==> src/rtl/pipe_pkg.sv <==
// pipe_pkg: control-word bit indices, WriteDest encodings, ID/EX FSM states and dest resolution.
package pipe_pkg;
    localparam int CTL_LOAD        = 0;
    localparam int CTL_MEMTOREG    = 1;
    localparam int CTL_LOENABLE    = 2;
    localparam int CTL_REGFILE_EN  = 3;
    localparam int CTL_HIENABLE    = 4;
    localparam int CTL_MEM_MUX     = 5;
    localparam int CTL_SE          = 6;
    localparam int CTL_SIZE_LO     = 7;
    localparam int CTL_SIZE_HI     = 8;
    localparam int CTL_MEM_EN      = 9;
    localparam int CTL_RW          = 10;
    localparam int CTL_ALUOP_LO    = 11;
    localparam int CTL_ALUOP_HI    = 13;
    localparam int CTL_S0S2_LO     = 14;
    localparam int CTL_S0S2_HI     = 15;
    localparam int CTL_RSADDRMUX   = 16;
    localparam int CTL_BASEADDRMUX = 17;
    localparam int CTL_WDEST_LO    = 18;
    localparam int CTL_WDEST_HI    = 19;
    localparam int CTL_CMUX        = 20;
    localparam int CTL_JALADDER    = 21;
    localparam int CTL_JUMP        = 22;
    localparam int CTL_CONDMUX     = 23;

    localparam logic [4:0] REG_ZERO = 5'd0;
    localparam logic [4:0] REG_RA   = 5'd31;

    typedef enum logic [1:0] {
        WD_NONE = 2'b00,
        WD_RT   = 2'b01,
        WD_R31  = 2'b10,
        WD_RD   = 2'b11
    } wdest_e;

    typedef enum logic [1:0] {
        ST_RUN      = 2'd0,
        ST_LU_STALL = 2'd1,
        ST_HOLD     = 2'd2
    } state_e;

    // A disabled register-file write always resolves to r0 so downstream
    // hazard/forwarding logic can treat dest==0 as "no write".
    function automatic logic [4:0] resolve_dest(input logic rf_en, input logic [1:0] wd,
                                                input logic [4:0] rt, input logic [4:0] rd);
        return !rf_en          ? REG_ZERO :
               wd == WD_RT     ? rt       :
               wd == WD_RD     ? rd       :
               wd == WD_R31    ? REG_RA   : REG_ZERO;
    endfunction
endpackage

==> src/rtl/load_use_detect.sv <==
// load_use_detect: combinational load-use hazard check between EX load and ID sources.
//   load_ex  - instruction in EX is a load
//   dest_ex  - destination register of the EX instruction (0 = no write)
//   rs_id    - ID source register rs
//   rt_id    - ID source register rt
//   hazard   - ID instruction needs the loaded value before it is available
module load_use_detect
    import pipe_pkg::*;
(
    input  logic       load_ex,
    input  logic [4:0] dest_ex,
    input  logic [4:0] rs_id,
    input  logic [4:0] rt_id,
    output logic       hazard
);
    assign hazard = load_ex && (dest_ex != REG_ZERO) && (dest_ex == rs_id || dest_ex == rt_id);
endmodule

==> src/rtl/id_ex_stage_reg.sv <==
// id_ex_stage_reg: ID/EX pipeline register with load-use bubble FSM, external stall, flush and stall counter.
//   clk, rst_n                      - clock, async active-low reset
//   ctrl_id, pc_id, rs_data_id,
//   rt_data_id, imm_id,
//   rs_id, rt_id, rd_id             - ID stage inputs
//   stall_ext                       - hold all state (downstream stall)
//   flush                           - squash the ID instruction
//   ctrl_ex, pc_ex, rs_data_ex,
//   rt_data_ex, imm_ex, rs_ex, rt_ex - registered values for EX
//   dest_ex                         - resolved destination (0 = no write)
//   alu_op_ex, load_ex              - decoded fields of ctrl_ex
//   cmux_sel                        - force zero control word in ID
//   pc_we, ifid_we                  - PC / IF-ID write enables
//   stall_cnt                       - saturating load-use stall cycle count
module id_ex_stage_reg
    import pipe_pkg::*;
#(
    parameter int DW  = 32,
    parameter int CW  = 24,
    parameter int SCW = 16
) (
    input  logic           clk,
    input  logic           rst_n,
    input  logic [CW-1:0]  ctrl_id,
    input  logic [DW-1:0]  pc_id,
    input  logic [DW-1:0]  rs_data_id,
    input  logic [DW-1:0]  rt_data_id,
    input  logic [DW-1:0]  imm_id,
    input  logic [4:0]     rs_id,
    input  logic [4:0]     rt_id,
    input  logic [4:0]     rd_id,
    input  logic           stall_ext,
    input  logic           flush,
    output logic [CW-1:0]  ctrl_ex,
    output logic [DW-1:0]  pc_ex,
    output logic [DW-1:0]  rs_data_ex,
    output logic [DW-1:0]  rt_data_ex,
    output logic [DW-1:0]  imm_ex,
    output logic [4:0]     rs_ex,
    output logic [4:0]     rt_ex,
    output logic [4:0]     dest_ex,
    output logic [2:0]     alu_op_ex,
    output logic           load_ex,
    output logic           cmux_sel,
    output logic           pc_we,
    output logic           ifid_we,
    output logic [SCW-1:0] stall_cnt
);
    state_e     state;
    state_e     state_nx;
    logic       hazard;
    logic       bubble;
    logic       hold;
    logic       squash;
    logic [4:0] dest_nx;

    assign alu_op_ex = ctrl_ex[CTL_ALUOP_HI:CTL_ALUOP_LO];
    assign load_ex   = ctrl_ex[CTL_LOAD];

    load_use_detect u_lud (
        .load_ex (load_ex),
        .dest_ex (dest_ex),
        .rs_id   (rs_id),
        .rt_id   (rt_id),
        .hazard  (hazard)
    );

    // Priority flush > stall_ext > load-use > capture. The LU_STALL guard is
    // belt-and-braces: the bubble in EX already keeps load_ex low there.
    always_comb begin
        hold     = !flush && stall_ext;
        bubble   = !flush && !stall_ext && hazard && state != ST_LU_STALL;
        squash   = flush || bubble;
        cmux_sel = bubble;
        pc_we    = !(hold || bubble);
        ifid_we  = !(hold || bubble);
        state_nx = flush ? ST_RUN : stall_ext ? ST_HOLD : bubble ? ST_LU_STALL : ST_RUN;
        dest_nx  = squash ? REG_ZERO :
                   resolve_dest(ctrl_id[CTL_REGFILE_EN], ctrl_id[CTL_WDEST_HI:CTL_WDEST_LO], rt_id, rd_id);
    end

    always_ff @(posedge clk or negedge rst_n) begin
        if (!rst_n) begin
            state      <= ST_RUN;
            ctrl_ex    <= '0;
            pc_ex      <= '0;
            rs_data_ex <= '0;
            rt_data_ex <= '0;
            imm_ex     <= '0;
            rs_ex      <= '0;
            rt_ex      <= '0;
            dest_ex    <= '0;
            stall_cnt  <= '0;
        end else begin
            state <= state_nx;
            if (!hold) begin
                ctrl_ex    <= squash ? '0 : ctrl_id;
                pc_ex      <= squash ? '0 : pc_id;
                rs_data_ex <= squash ? '0 : rs_data_id;
                rt_data_ex <= squash ? '0 : rt_data_id;
                imm_ex     <= squash ? '0 : imm_id;
                rs_ex      <= squash ? '0 : rs_id;
                rt_ex      <= squash ? '0 : rt_id;
                dest_ex    <= dest_nx;
            end
            if (bubble && !(&stall_cnt))
                stall_cnt <= stall_cnt + 1'b1;
        end
    end
endmodule

==> config.mk <==
export PLATFORM = sky130hd
export DESIGN_NAME = id_ex_stage_reg
export DESIGN_NICKNAME = d
export VERILOG_FILES = /design/src/rtl/pipe_pkg.sv /design/src/rtl/load_use_detect.sv /design/src/rtl/id_ex_stage_reg.sv
export SDC_FILE = /design/constraint.sdc
export NUM_CORES = 1
export LEC_CHECK = 0
export ABC_AREA = 1
export BUFFER_PORTS_ARGS = -buffer_cell sky130_fd_sc_hd__buf_2
export CAP_MARGIN = 20
export CORE_AREA = 3 3 139 141
export CTS_CLUSTER_SIZE = 25
export DETAILED_ROUTE_END_ITERATION = 16
export DIE_AREA = 0 0 142 144
export GPL_TIMING_DRIVEN = 1
export PLACE_DENSITY = 0.77
export SYNTH_ARGS = -nofsm -noshare
export SYNTH_HDL_FRONTEND = slang
export SYNTH_SLANG_ARGS = --single-unit
==> constraint.sdc <==
create_clock -name clk -period 3.15 [get_ports clk]
set_input_delay 0.63 -clock clk [delete_from_list [all_inputs] [get_ports clk]]
set_output_delay 0.63 -clock clk [all_outputs]
set_load 0.005 [all_outputs]
==> metrics list, run 1 <==
- The flow ran to the end, and the final reports show no timing, DRC or antenna violations.
* Final layout net count: ~1400
- CTS Buffer Depth: 2
* Worst hold margin: between 200 and 250 ps
* Number of synthesized register bits: 185
- Clock-pin slew on the worst setup and hold paths: 70 ps
* GRT Total Usage: 22.8%
* Detailed Routing Iterations Pass 1: 8
- Number of antenna violations at the first check in global routing: 1
- Compared with the post-synthesis result, the final layout area differs by 29.0%.
- WS Path Type: reg2out
- DRT Wirelength: 23800 um
- Ports placed on the boundary: around 360
- CP cell instances: inv_1 -> nand2_1 -> nand2_1 -> nor2_1 -> nand3_1 -> nand2_2 -> nand2_4 -> inv_1 -> nor2_1 -> buf_2
* CTS hold repair buffers: 0
- The first global-routing pass estimated 37100 um of wire.
- Cell area power density: 503 nW/um^2
* Vias in the first global route: 7286
- For this run, the top clock speed supported by timing is a little under 400 MHz.
* Detailed-route DRC error count: 0
- In the post-synthesis netlist, the biggest area contributors are sky130_fd_sc_hd__dfrtp_1, sky130_fd_sc_hd__nand2_1, sky130_fd_sc_hd__o21ai_2, sky130_fd_sc_hd__o21ai_0, sky130_fd_sc_hd__buf_12.
- IR analysis of the VDD net gives a maximum drop of 0.368 mV.
* Number of failing setup endpoints in the final timing report: 0
- Number of max-cap violations: 0
- Chip Width: 142 um
* Buffers & Inverters on Critical Path: 3
* Final slew viol count: 0
- Routed wirelength normalized by instance count: 15.8 um
- After routing the design area is 10800 um^2.
- Critical path's slowest cell: sky130_fd_sc_hd__dfrtp_1
- In this run the worst hold path is classified as in2async.
* Worst slew margin: 41.2%
* Most frequent cells in the layout: sky130_fd_sc_hd__nand2_1, sky130_fd_sc_hd__buf_2, sky130_fd_sc_hd__dfrtp_1, sky130_fd_sc_hd__o21ai_2, sky130_fd_sc_hd__o21ai_0
- The worst path needs around 2600 ps of the cycle, external delays included.
- Once placement finished, the instance area stood at 10200 um^2.
* Gpl congestion: around 0.83
- Post-CTS setup repair buffer count: 0
- Cell Count Post-Placement: roughly 1500
* # clock sinks: 185
- The share of the Yosys chip area taken by registers is a little under three fifths.
* Worst-Margin Slew: 881 ps
* Largest net degree at the start of global routing: between 80 and 90
- After layout, the worst path uses 81.3% of the clock period.
- Vias per cell: 4.92
* Fraction of final layout cells sized beyond drive strength 1: 40.2%
- Nets in the synthesized netlist: 1097
- The die covers 20400 um^2.
- Aggregate global routing overflow: 0
* Cells after Synth: 925
- In this run the number of H-tree levels came out at 4.
- Vertical extent of the die: 144 um
- Clock root buffer: sky130_fd_sc_hd__clkbuf_16
- Most common library cell in the layout ignoring fill and taps: sky130_fd_sc_hd__nand2_1
- Fin Clk Skew: 10.2 ps
- The detailed router placed between 7000 and 8000 vias in this run.
- For the worst setup path, the data required time is 2520 ps.
- CTS Buf Count: 17
- Capturing element type of the critical path: output pin
- Setup Slack @ Placement: roughly 680 ps
* Detailed Route Iter0 Violations: 357
* Slowest cell delay on critical path: 490 ps
* Number of port buffers: 360
- Across all setup checks in the final design, the least slack found is 588 ps.
* Placeable core region: 18100 um^2
- Initial core utilization: 46.2%
- For this run, the number of standard cells in the final layout without fillers is approximately 1500.
- Warnings from Yosys: 0
- The floorplan has around 50 rows.
- The clock reaches the later pin of the worst-skew pair after approximately 430 ps.
- Summed over its instances, the top area cell type makes up 55.4% of the synthesized netlist area.
* Total Power Consumption: 5.43 mW
- Setup repair after global routing left no endpoint under its margin.
- The number of gates resized after CTS was 0.
- The average instance in the mapped netlist occupies approximately 9 um^2.
- Startpoint kind of the worst setup timing path: flip-flop
- Clock tree from TritonCTS: done
- TNS Setup: 0 ps
- Share of the core filled with cells in the final layout: 59.6%
* Area leader, netlist: sky130_fd_sc_hd__dfrtp_1
* Remaining number of nets flagged by the antenna check after routing: 0
* Data arrival time at the worst-slack endpoint: 1930 ps
* Final Hold Violating Endpoints: 0
- In this run the cell area of the synthesized design comes to 8350 um^2.
* Top delay family on crit path: simple AND/OR/NAND/NOR gates
* Post-detailed-placement half-perimeter wirelength: 17400 um
- Synthesis instantiated 25 different standard cells from the library.
* Leak pwr: between 5 and 6 nW
- In this run the worst path has a maximum fanout of 9.
-- sequential cells by signal, summed over array words and instances (netlist names) --
signal      count
rt_data_ex     32
imm_ex         32
state           2
stall_cnt      16
rs_ex           5
rt_ex           5
pc_ex          32
rs_data_ex     32
dest_ex         5
ctrl_ex        24
-- area by class of cell --
cell class | instances | area (um^2)
diodes | 1 | 2.50
fillers | 1591 | 7310
well taps | 229 | 287
inverters | 37 | 141
multi-input cells | 643 | 3160
repair buffers | 375 | 1990
flip-flops and latches | 185 | 4630
clock inverters | 14 | 131
clock buffers | 18 | 439
-- worst register-to-register path, cell delays in order (launching register included) --
cell	delay, ps
sky130_fd_sc_hd__dfrtp_1	490
sky130_fd_sc_hd__inv_1	70
sky130_fd_sc_hd__nand2_1	60
sky130_fd_sc_hd__nand2_1	50
sky130_fd_sc_hd__nor2_1	140
sky130_fd_sc_hd__nand3_1	110
sky130_fd_sc_hd__nand2_2	130
sky130_fd_sc_hd__nand2_4	110
sky130_fd_sc_hd__nand2_8	330
sky130_fd_sc_hd__buf_4	430
sky130_fd_sc_hd__o21ai_2	80
-- where the power goes --
| part | switching, mW | total [mW] | internal [mW] |
|---|---|---|---|
| Sequential | 0.0864 | 2.61 | 2.53 |
| Clock | 1.01 | 2.08 | 1.07 |
| Combinational | 0.418 | 0.735 | 0.316 |
-- cell families after synthesis --
logic type                 Yosys count  synth area share [%]
buffers and inverters               97                  6.87
and+or+nand+nor                    442                  20.9
AOI/OAI and AO/OA                  186                  15.2
adders and majority gates            1                 0.150
xor gates and xnor gates            14                  1.47
DFF                                185                  55.4
-- path summary, 6_finish.rpt --
check	start	to	slack (ps)	cells after the start
worst min register to register	rt_data_ex[14]	rt_data_ex[14]	480	2
worst max register to register	dest_ex[0]	rs_data_ex[8]	1050	10
worst min-delay path	rst_n	imm_ex[28]	240	1
max in group asynchronous	rst_n	pc_ex[2]	2120	2
worst max-delay path	dest_ex[0]	ifid_we	590	10
min in group clk	rs_data_id[13]	rs_data_ex[13]	450	3
-- synth_stat cells --
cell type                  number
sky130_fd_sc_hd__a21oi_1        6
sky130_fd_sc_hd__buf_12        10
sky130_fd_sc_hd__buf_2         10
sky130_fd_sc_hd__buf_4          5
sky130_fd_sc_hd__buf_6          2
sky130_fd_sc_hd__clkbuf_1      32
sky130_fd_sc_hd__clkbuf_2       1
sky130_fd_sc_hd__dfrtp_1      185
sky130_fd_sc_hd__ha_1           1
sky130_fd_sc_hd__inv_1         33
sky130_fd_sc_hd__inv_2          4
sky130_fd_sc_hd__nand2_1      392
sky130_fd_sc_hd__nand2_2        2
sky130_fd_sc_hd__nand2_4        2
sky130_fd_sc_hd__nand3_1       12
sky130_fd_sc_hd__nand3_2        2
sky130_fd_sc_hd__nand4_1        8
sky130_fd_sc_hd__nor2_1        16
sky130_fd_sc_hd__nor2_2         3
sky130_fd_sc_hd__nor2_4         1
sky130_fd_sc_hd__nor3_1         4
sky130_fd_sc_hd__o21ai_0       90
sky130_fd_sc_hd__o21ai_2       90
sky130_fd_sc_hd__xnor2_1       11
sky130_fd_sc_hd__xor2_1         3
-- layer usage --
layer | global-route usage [%] | up-vias | share of wire, %
met5 | 0 | - | 0
met3 | 6.48 | 39 | 8.0
met1 | 26.9 | 3443 | 38
met4 | 7.68 | 0 | 2.4
li1 | - | 3609 | -
met2 | 40.0 | 301 | 52
Note: power is estimated with default switching activity, not from simulation.
==> run 2: changes to the inputs <==
--- a/config.mk
+++ b/config.mk
@@ -5,15 +5,15 @@
 export SDC_FILE = /design/constraint.sdc
 export NUM_CORES = 1
 export LEC_CHECK = 0
-export ABC_AREA = 1
+export ABC_AREA = 0
 export BUFFER_PORTS_ARGS = -buffer_cell sky130_fd_sc_hd__buf_2
 export CAP_MARGIN = 20
-export CORE_AREA = 3 3 139 141
+export CORE_AREA = 3 3 138 140
 export CTS_CLUSTER_SIZE = 25
 export DETAILED_ROUTE_END_ITERATION = 16
-export DIE_AREA = 0 0 142 144
+export DIE_AREA = 0 0 141 143
 export GPL_TIMING_DRIVEN = 1
-export PLACE_DENSITY = 0.77
+export PLACE_DENSITY = 0.72
 export SYNTH_ARGS = -nofsm -noshare
 export SYNTH_HDL_FRONTEND = slang
 export SYNTH_SLANG_ARGS = --single-unit
==> constraint.sdc (replaced) <==
create_clock -name clk -period 2.4 [get_ports clk]
set_input_delay 0.48 -clock clk [delete_from_list [all_inputs] [get_ports clk]]
set_output_delay 0.48 -clock clk [all_outputs]
set_load 0.005 [all_outputs]
==> metrics list, run 2 <==
- CTS Buffer Depth: 2 (unchanged)
- Detailed Routing Iterations Pass 1: 5 (-3)
- The worst setup path is of the reg2out kind.
- The clock skew was 12.5 ps (+2.35 ps).
* Overall via count from detail_route: 6159 (-17%)
* DRT Wirelength: 21200 um (-11%)
* Leak pwr: 5.07 nW (-13%)
* Area occupied by multi-input gates: 2310 um^2 (-27%)
* Detailed Route Iter0 Violations: 348 (-2.5%)
- The tightest min-delay check is of the in2async type.
- Cells after Synth: 514 (-44%)
- Post-route fraction of the period consumed by the critical path: 102%
- The post-synth net total is 686 (-37%).
* Cell area after synthesis: 7300 um^2 (-13%)
* Final critical-path setup slack: -58.8 ps (-646 ps)
- STA classifies the critical path startpoint as a flip-flop.
- Die footprint: 20200 um^2 (-1.4%)
* Period minus WS final: 2460 ps
- Status: complete, but fails checks
- Violated checks: negative setup slack
- The total negative slack is -117 ps (-117 ps).
- The total congestion overflow after global routing came to 0 (unchanged).
* Routed wirelength normalized by instance count: 19.4 um (+23%)
- The clock-pin slew on the worst setup and hold paths came to 70 ps (about the same).
- Vias in the first global route: 6066 (-17%)
- The worst vdd rail ir drop is 0.445 mV (+21%).
- Number of synthesized flops with an enable pin: 0 (unchanged)
* Placeable core region: 18000 um^2 (-0.68%)
- Detailed-route DRC error count: 0 (unchanged)
* Area leader, netlist: sky130_fd_sc_hd__dfrtp_1
- The total clock buffers created by CTS was 17 (unchanged).
- Number of max-cap violations: 0 (unchanged)
- Data arrival time at the worst-slack endpoint: 1980 ps (+50 ps)
* Area share of the largest cell type after synthesis: 63.4% (+8.0 points)
- Floorplan row count: 49 (unchanged)
- Maximum fanout along the worst path: 2 (-7)
- The share of layout cells above drive strength 1 was 49.0% (+8.8 points).
- Antenna diodes: 0 (-1)
- Remaining number of nets flagged by the antenna check after routing: 0 (unchanged)
- Peak Freq: 407 MHz
* Clock H-tree levels: 4 (unchanged)
- Most instantiated library cell after synthesis: sky130_fd_sc_hd__dfrtp_1
- The initial antenna violation count was 0 (-1).
- The die outline height was 143 um (-0.69%).
* Growth of design area from synthesis to finish: 35.3%
- Counting instances in the post-synthesis netlist gives the leading cell types as sky130_fd_sc_hd__dfrtp_1, sky130_fd_sc_hd__a32o_1, sky130_fd_sc_hd__clkbuf_1.
- Worst slew margin: 48.6% (+7.4 points)
- Largest net degree at the start of global routing: 163 (+87%)
- The post-placement worst setup slack was 241 ps (-439 ps).
- Largest cells by area after synthesis: sky130_fd_sc_hd__dfrtp_1, sky130_fd_sc_hd__a32o_1, sky130_fd_sc_hd__xnor2_1, sky130_fd_sc_hd__buf_6, sky130_fd_sc_hd__clkbuf_1
- Final slew viol count: 0 (unchanged)
* Non-filler cells, final: 1091 (-27%)
* Ports placed on the boundary: 361 (unchanged)
* Capturing element type of the critical path: output pin
- CTS hold repair buffers: 0 (unchanged)
- The chip width came to 141 um (-0.70%).
- The warning count from the yosys run was 0 (unchanged).
* Area taken by flip-flops and latches: 4630 um^2 (about the same)
* Post-detailed-placement half-perimeter wirelength: 14500 um (-16%)
- Sequential share of the synthesized area: 63.4% (+8.0 points)
- The filler cell count in the final layout came to 1540 (-3.2%).
- The fraction of synthesis flops using an asynchronous set or reset pin is 100% (unchanged).
* Vias per cell: 5.65 (+15%)
- Number of distinct library cell variants in the gate-level netlist after synthesis: 29 (+16%)
* Worst-Margin Slew: 771 ps (-110 ps)
- Unrepaired setup endpoints after global routing: true
- Final layout net count: 1021 (-29%)
- Leaving out fill and tap cells, the most frequent cell in the layout is sky130_fd_sc_hd__buf_2.
* Data required, critical path: 1920 ps (-600 ps)
- Most frequent cells in the layout: sky130_fd_sc_hd__buf_2, sky130_fd_sc_hd__dfrtp_1, sky130_fd_sc_hd__a32o_1, sky130_fd_sc_hd__xnor2_1, sky130_fd_sc_hd__clkbuf_16
- # clock sinks: 185 (unchanged)
- The starting density of the core was 40.7% (-5.5 points).
- The areal power density over the cells was 688 nW/um^2 (+37%).
* Gpl congestion: 0.861 (+3.3%)
- The mean area per synthesized cell was 14.2 um^2 (+57%).
- Skew-Pair Late Insertion Delay: 420 ps (about the same)
* Wire length of the first global-routing pass: 32100 um (-14%)
* GRT Total Usage: 19.7% (-3.0 points)
- TritonCTS built the clock tree.
* Number of failing setup endpoints in the final timing report: 2 (+2)
- Among all flip-flop cells after synthesis, the most frequent one is sky130_fd_sc_hd__dfrtp_1.
* Cell Count Post-Placement: 1053 (-28%)
- Clock root buffer: sky130_fd_sc_hd__clkbuf_16
- The number of I/O port buffers came to 360 (unchanged).
- Final Hold Violating Endpoints: 0 (unchanged)
- Number of synthesized register bits: 185 (unchanged)
## run 2: changes by cell type in the layout (fill, tap and decap cells not counted), moves of 15 or more
| cell | change |
|---|---|
| sky130_fd_sc_hd__a32o_1 | +166 |
| sky130_fd_sc_hd__inv_1 | -26 |
| sky130_fd_sc_hd__nand2_1 | -382 |
| sky130_fd_sc_hd__nor2_1 | -15 |
| sky130_fd_sc_hd__o21ai_2 | -90 |
| sky130_fd_sc_hd__o21ai_0 | -90 |
## run 2: cells by family (layout without fill, tap and decap cells)
group | Yosys count | after routing | share of synthesized area [%]
mux | 1 | 1 | 0.154
simple gates | 51 | 51 | 3.77
fa+ha+maj | 1 | 1 | 0.171
buf+inv | 72 | 420 | 5.43
flops | 185 | 185 | 63.4
compound gates | 179 | 179 | 24.1
xor+xnor | 25 | 25 | 3.00
## run 2: worst paths after layout
path                       slack (ps)       endpoint  cells after the start  startpoint
max                               -60          pc_we                      6  dest_ex[4]
min                                 5      imm_ex[5]                      1       rst_n
max reg2reg                       140   stall_cnt[1]                      8  dest_ex[4]
min reg2reg                       490      pc_ex[23]                      1   pc_ex[23]
max in group asynchronous        1710  rs_data_ex[6]                      2       rst_n
min in group clk                  300     imm_ex[29]                      2  imm_id[29]
## run 2: where the power goes
part	total, mW	internal, mW	leakage, nW	switching (mW)
Sequential	3.36	3.27	2.47	0.0844
Combinational	0.750	0.378	2.33	0.372
Clock	2.69	1.42	0.271	1.27
Total	6.80	5.07	5.07	1.72
## run 2: cell type report
type | count | area share (%)
clock buffers | 20 | 4.62
clock inverters | 12 | 1.13
inverters | 8 | 0.329
multi-input cells | 257 | 23.4
flip-flops and latches | 185 | 46.9
well taps | 229 | 2.90
repair buffers | 380 | 20.7
## run 2: routing by layer
| metal | up-vias | GRT usage [%] | wire (um) |
|---|---|---|---|
| li1 | 2739 | - | - |
| met1 | 3093 | 24.1 | 8240 |
| met2 | 308 | 34.1 | 10800 |
| met3 | 19 | 6.26 | 1840 |
| met4 | 0 | 5.20 | 286 |
| met5 | - | 0 | 0 |
## run 2: per-stage QoR
step	area, um^2	total power [mW]	hold slack, ps	util, %
after floorplan	7330	3.71	184	-
after global placement	9260	4.16	461	51.5
after detailed placement	9260	4.17	465	51.5
after CTS	9860	6.88	8.00	54.9
after global routing	9880	7.10	7.57	55.0
final	9880	6.80	4.72	55.0
## run 2: repair_timing
item | 4_1_cts | 5_1_grt
endpoints found under the hold margin | 0 | 0
setup endpoints to repair | 3 | 3
setup buffers | 5 | 1
cloned | 0 | 0
pin swaps | 1 | 0
resized for setup | 2 | 1
## run 2: critical path, stage by stage (launching register included)
cell	delay, ps
sky130_fd_sc_hd__dfrtp_1	390
sky130_fd_sc_hd__or4_4	550
sky130_fd_sc_hd__o2111ai_4	200
sky130_fd_sc_hd__nand2b_4	190
sky130_fd_sc_hd__inv_4	50
sky130_fd_sc_hd__nor2_4	70
sky130_fd_sc_hd__buf_2	120
==> run 3: changes to the inputs <==
--- a/config.mk
+++ b/config.mk
@@ -8,12 +8,13 @@
 export ABC_AREA = 0
 export BUFFER_PORTS_ARGS = -buffer_cell sky130_fd_sc_hd__buf_2
 export CAP_MARGIN = 20
-export CORE_AREA = 3 3 138 140
+export CORE_AREA = 3 3 141 143
 export CTS_CLUSTER_SIZE = 25
 export DETAILED_ROUTE_END_ITERATION = 16
-export DIE_AREA = 0 0 141 143
+export DIE_AREA = 0 0 144 146
 export GPL_TIMING_DRIVEN = 1
-export PLACE_DENSITY = 0.72
+export PLACE_DENSITY = 0.7
 export SYNTH_ARGS = -nofsm -noshare
 export SYNTH_HDL_FRONTEND = slang
+export SYNTH_HIERARCHICAL = 1
 export SYNTH_SLANG_ARGS = --single-unit
==> constraint.sdc (replaced) <==
create_clock -name clk -period 2 [get_ports clk]
set_input_delay 0.4 -clock clk [delete_from_list [all_inputs] [get_ports clk]]
set_output_delay 0.4 -clock clk [all_outputs]
set_load 0.005 [all_outputs]
==> metrics list, run 3 <==
- By instance count, the cell type seen most on the critical path is sky130_fd_sc_hd__buf_6.
- The share of layout cells above drive strength 1 is 54.5% (+5.6 points).
- The min-delay analysis places its worst path in the category in2reg.
* Placeable core region: 18700 um^2 (+4.1%)
* Most frequent cells in the layout: sky130_fd_sc_hd__buf_2, sky130_fd_sc_hd__dfrtp_1, sky130_fd_sc_hd__a22o_1, sky130_fd_sc_hd__buf_4, sky130_fd_sc_hd__clkbuf_16
- The number of slew-limit violations in the final report is 0 (unchanged).
- The total negative slack was -63950 ps (-63830 ps).
* Critical path startpoint: dest_ex[0]
- The area used by multi-input combinational logic is 2380 um^2 (+2.7%).
- The largest driver fanout on the critical path came to 6 (+4).
- Nets in the synthesized netlist: 672 (-2.0%)
* Post-detailed-placement half-perimeter wirelength: 14900 um (+2.5%)
- Number of max-cap violations: 0 (unchanged)
- Logic depth of the worst register-to-register path: 9 (+1)
- The fraction of the yosys area taken by sequential cells was 66.3% (+2.9 points).
- The total clock buffers created by CTS was 17 (unchanged).
- Total Power Consumption: 8.46 mW (+24%)
- The worst hold path was traced through 2 stages.
* Status: complete, but fails checks
* WS Path Type: reg2reg
- Main flop type after synthesis: sky130_fd_sc_hd__dfrtp_1
- STA classifies the critical path endpoint as a flip-flop.
- Detailed Routing Iterations Pass 1: 4 (-1)
- The count of standard-cell rows is 50 (+2.0%).
* Data required, critical path: 2360 ps (+440 ps)
- Routed wirelength normalized by instance count: 19.6 um (+0.93%)
- GRT Total Usage: 20.7% (+0.95 points)
- The clock-pin slew on the worst setup and hold paths came to 70 ps (about the same).
- The insertion delay of the later-clocked pin in the worst-skew pair came to 420 ps (about the same).
- The count of endpoints failing setup in the final report was 183 (+181).
- STA classifies the critical path startpoint as a flip-flop.
- Hold wc startpoint: pc_id[21]
- The total leakage power came to 6.06 nW (+20%).
- Period minus WS final: 2450 ps
* Area leader, netlist: sky130_fd_sc_hd__dfrtp_1
- The routability congestion estimate from global placement is 0.872 (+1.3%).
* # clock sinks: 185 (unchanged)
- The antenna cell count came to 0 (unchanged).
- Detailed Route Iter0 Violations: 241 (-31%)
- Growth of design area from synthesis to finish: 56.9%
* Largest cells by area after synthesis: sky130_fd_sc_hd__dfrtp_1, sky130_fd_sc_hd__a22o_1, sky130_fd_sc_hd__xor2_1, sky130_fd_sc_hd__buf_2, sky130_fd_sc_hd__clkbuf_1
- The cell area after synthesis came to 6980 um^2 (-4.4%).
* Switching share of power: 26.1% (+0.69 points)
- Detailed-route DRC error count: 0 (unchanged)
- Average cell area after synthesis: 14.0 um^2 (-1.7%)
- Final Hold Violating Endpoints: 0 (unchanged)
* Part of the power in the clock network: 38.6% (-1.0 points)
- In this run the critical register-to-register path is captured at rt_data_ex[8].
- Setup repair after global routing could not meet its margin everywhere.
* Slowest cell delay on critical path: 550 ps (about the same)
- Commonest cells in the synthesized netlist: sky130_fd_sc_hd__dfrtp_1, sky130_fd_sc_hd__a22o_1, sky130_fd_sc_hd__buf_2
* Top delay family on crit path: buffers and inverters
- Clock H-tree levels: 4 (unchanged)
* Register-to-register setup slack: -450 ps (-590 ps)
- The proportion of power drawn by flip-flops and latches is 47.8% (-1.6 points).
- The arrival time at the worst endpoint is 2810 ps (+830 ps).
- CP cell instances: or4_4 -> o21ai_4 -> a21oi_4 -> buf_4 -> a211oi_4 -> buf_6 -> buf_6 -> bufbuf_16 -> a22o_1
* Area taken by flip-flops and latches: 4630 um^2 (unchanged)
- The buffer and inverter count on the worst path came to 4 (+2).
- Power dissipated by switching net loads: 2.20 mW (+28%)
* Internal power of the cells: 6.25 mW (+23%)
- Peak Freq: 408 MHz
- Remaining number of nets flagged by the antenna check after routing: 0 (unchanged)
- Worst slew margin: 41.2% (-7.4 points)
- The starting density of the core was 37.3% (-3.3 points).
- Routed met2 length: 11200 um (+3.7%)
- Most common library cell in the layout ignoring fill and taps: sky130_fd_sc_hd__buf_2
* CTS Buffer Depth: 2 (unchanged)
* Maximum VDD drop: 0.580 mV (+30%)
* Overall via count from detail_route: 6088 (-1.2%)
- The first-pass GRT wire length came to 34200 um (+6.6%).
- The worst hold slack was 187 ps (+183 ps).
* Worst-Margin Slew: 881 ps (+110 ps)
- Critical path's slowest cell: sky130_fd_sc_hd__or4_4
* Post-route fraction of the period consumed by the critical path: 122%
- Fin Clk Skew: 13.1 ps (+0.639 ps)
- The average via count per standard cell came to 5.25 (-7.0%).
- Number of distinct library cell variants in the gate-level netlist after synthesis: 36 (+24%)
* Most instantiated library cell after synthesis: sky130_fd_sc_hd__dfrtp_1
* Final critical-path setup slack: -449 ps (-390 ps)
* Violated checks: negative setup slack
- The areal power density over the cells came to 772 nW/um^2 (+12%).
* Vertical extent of the die: 146 um (+2.1%)
- Number of synthesized register bits: 185 (unchanged)
* Cells after Synth: 500 (-2.7%)
- The number of enable flip-flop cells after synthesis is 0 (unchanged).
- Total length of routed met3 wires: 1740 um (-5.9%)
- Uppermost routed layer: met4
- The total I/O pin count came to 361 (unchanged).
- The chip width came to 144 um (+2.1%).
- The initial antenna violation count is 0 (unchanged).
* Vias in the first global route: 6143 (+1.3%)
- The pin count of the biggest net entering global routing is 86 (-47%).
* Number of port buffers: 360 (unchanged)
* Combinational power share: 13.6% (+2.6 points)
- Routed met1 length: 9270 um (+12%)
* Startpoint of the worst-slack reg-to-reg timing path: dest_ex[0]
- Synth async-reset ratio: 100% (unchanged)
* Warnings from Yosys: 6 (+6)
- The number of nets in the layout was 1085 (+6.3%).
- Area share of the largest cell type after synthesis: 66.3% (+2.9 points)
* DRT Wirelength: 22700 um (+7.3%)
- CTS placed an instance of sky130_fd_sc_hd__clkbuf_16 at the clock tree root.
- The post-placement worst setup slack came to -272 ps (-513 ps).
- TritonCTS built the clock tree.
- Die footprint: 21000 um^2 (+4.3%)
- The total congestion overflow after global routing came to 0 (unchanged).
- Layout fillers: 1518 (-1.4%)
- For hold timing, the worst endpoint is pc_ex[21].
## run 3: cell count changes in the layout (fill, tap and decap cells not counted), sizes merged, moves of 4 or more
| cell | previous run | this run |
|---|---|---|
| a22o | 1 | 161 |
| a31oi | 5 | 0 |
| a32o | 166 | 0 |
| buf | 380 | 428 |
| bufbuf | 0 | 4 |
| nand2 | 10 | 16 |
| nand4 | 8 | 4 |
| nor2 | 3 | 8 |
| nor3 | 4 | 10 |
| o31ai | 0 | 5 |
| xnor2 | 25 | 4 |
| xor2 | 0 | 18 |
## run 3: area by class of cell
cell class                      count  share of cell area, %
Tap cell                          234                   2.67
Timing Repair Buffer              437                   28.1
Clock buffer                       18                   4.01
Inverter                            3                  0.103
Clock inverter                     14                   1.14
Multi-Input combinational cell    269                   21.7
Sequential cell                   185                   42.3
## run 3: power groups by stage
stage	Sequential, mW	Clock (mW)	Combinational [mW]
4_1_cts	4.04	3.34	1.14
6_report	4.04	3.27	1.15
3_3_place_gp	4.10	0	0.906
5_1_grt	4.06	3.50	1.25
2_1_floorplan	4.12	0	0.309
3_5_place_dp	4.11	0	0.917
## run 3: logic make-up (layout without fill, tap and decap cells)
kind of cell / count (synthesis) / in the layout / share of synthesized area (%)
DFF: 185 / 185 / 66.3
AOI/OAI and AO/OA: 179 / 179 / 21.9
and+or+nand+nor: 63 / 63 / 5.00
buffers and inverters: 46 / 472 / 3.17
xor gates and xnor gates: 22 / 22 / 2.76
muxes: 4 / 4 / 0.681
adders and majority gates: 1 / 1 / 0.179
## run 3: through the flow
stage                     util, %  cells  cell area (um^2)
after floorplan                 -    500              7030
after global placement       49.5   1085              9260
after detailed placement     49.5   1085              9260
after CTS                    57.6   1156             10800
after global routing         58.6   1160             11000
final                        58.6   1160             11000
## run 3: worst max path at each step
stage,cells past startpoint,endpoint,slack [ps]
finish,9,rt_data_ex[8],-450
global route,7,pc_we,-530
CTS,7,pc_we,-490
detailed placement,9,stall_cnt[15],-270
global placement,8,stall_cnt[14],-210
floorplan,6,ctrl_ex[0],-70
## run 3: per-layer routing
| layer | track usage, % | vias up |
|---|---|---|
| li1 | - | 2736 |
| met1 | 26.3 | 3032 |
| met2 | 34.7 | 280 |
| met3 | 5.19 | 40 |
| met4 | 6.21 | 0 |
| met5 | 0 | - |
## run 3: timing repair
action                                 in CTS  in global routing
gates cloned                               17                  3
hold buffers                                1                  0
pin swaps                                  11                 20
gates resized for setup                    59                 28
setup buffers                              21                  4
endpoints found under the hold margin      42                  0
setup endpoints to repair                 186                186
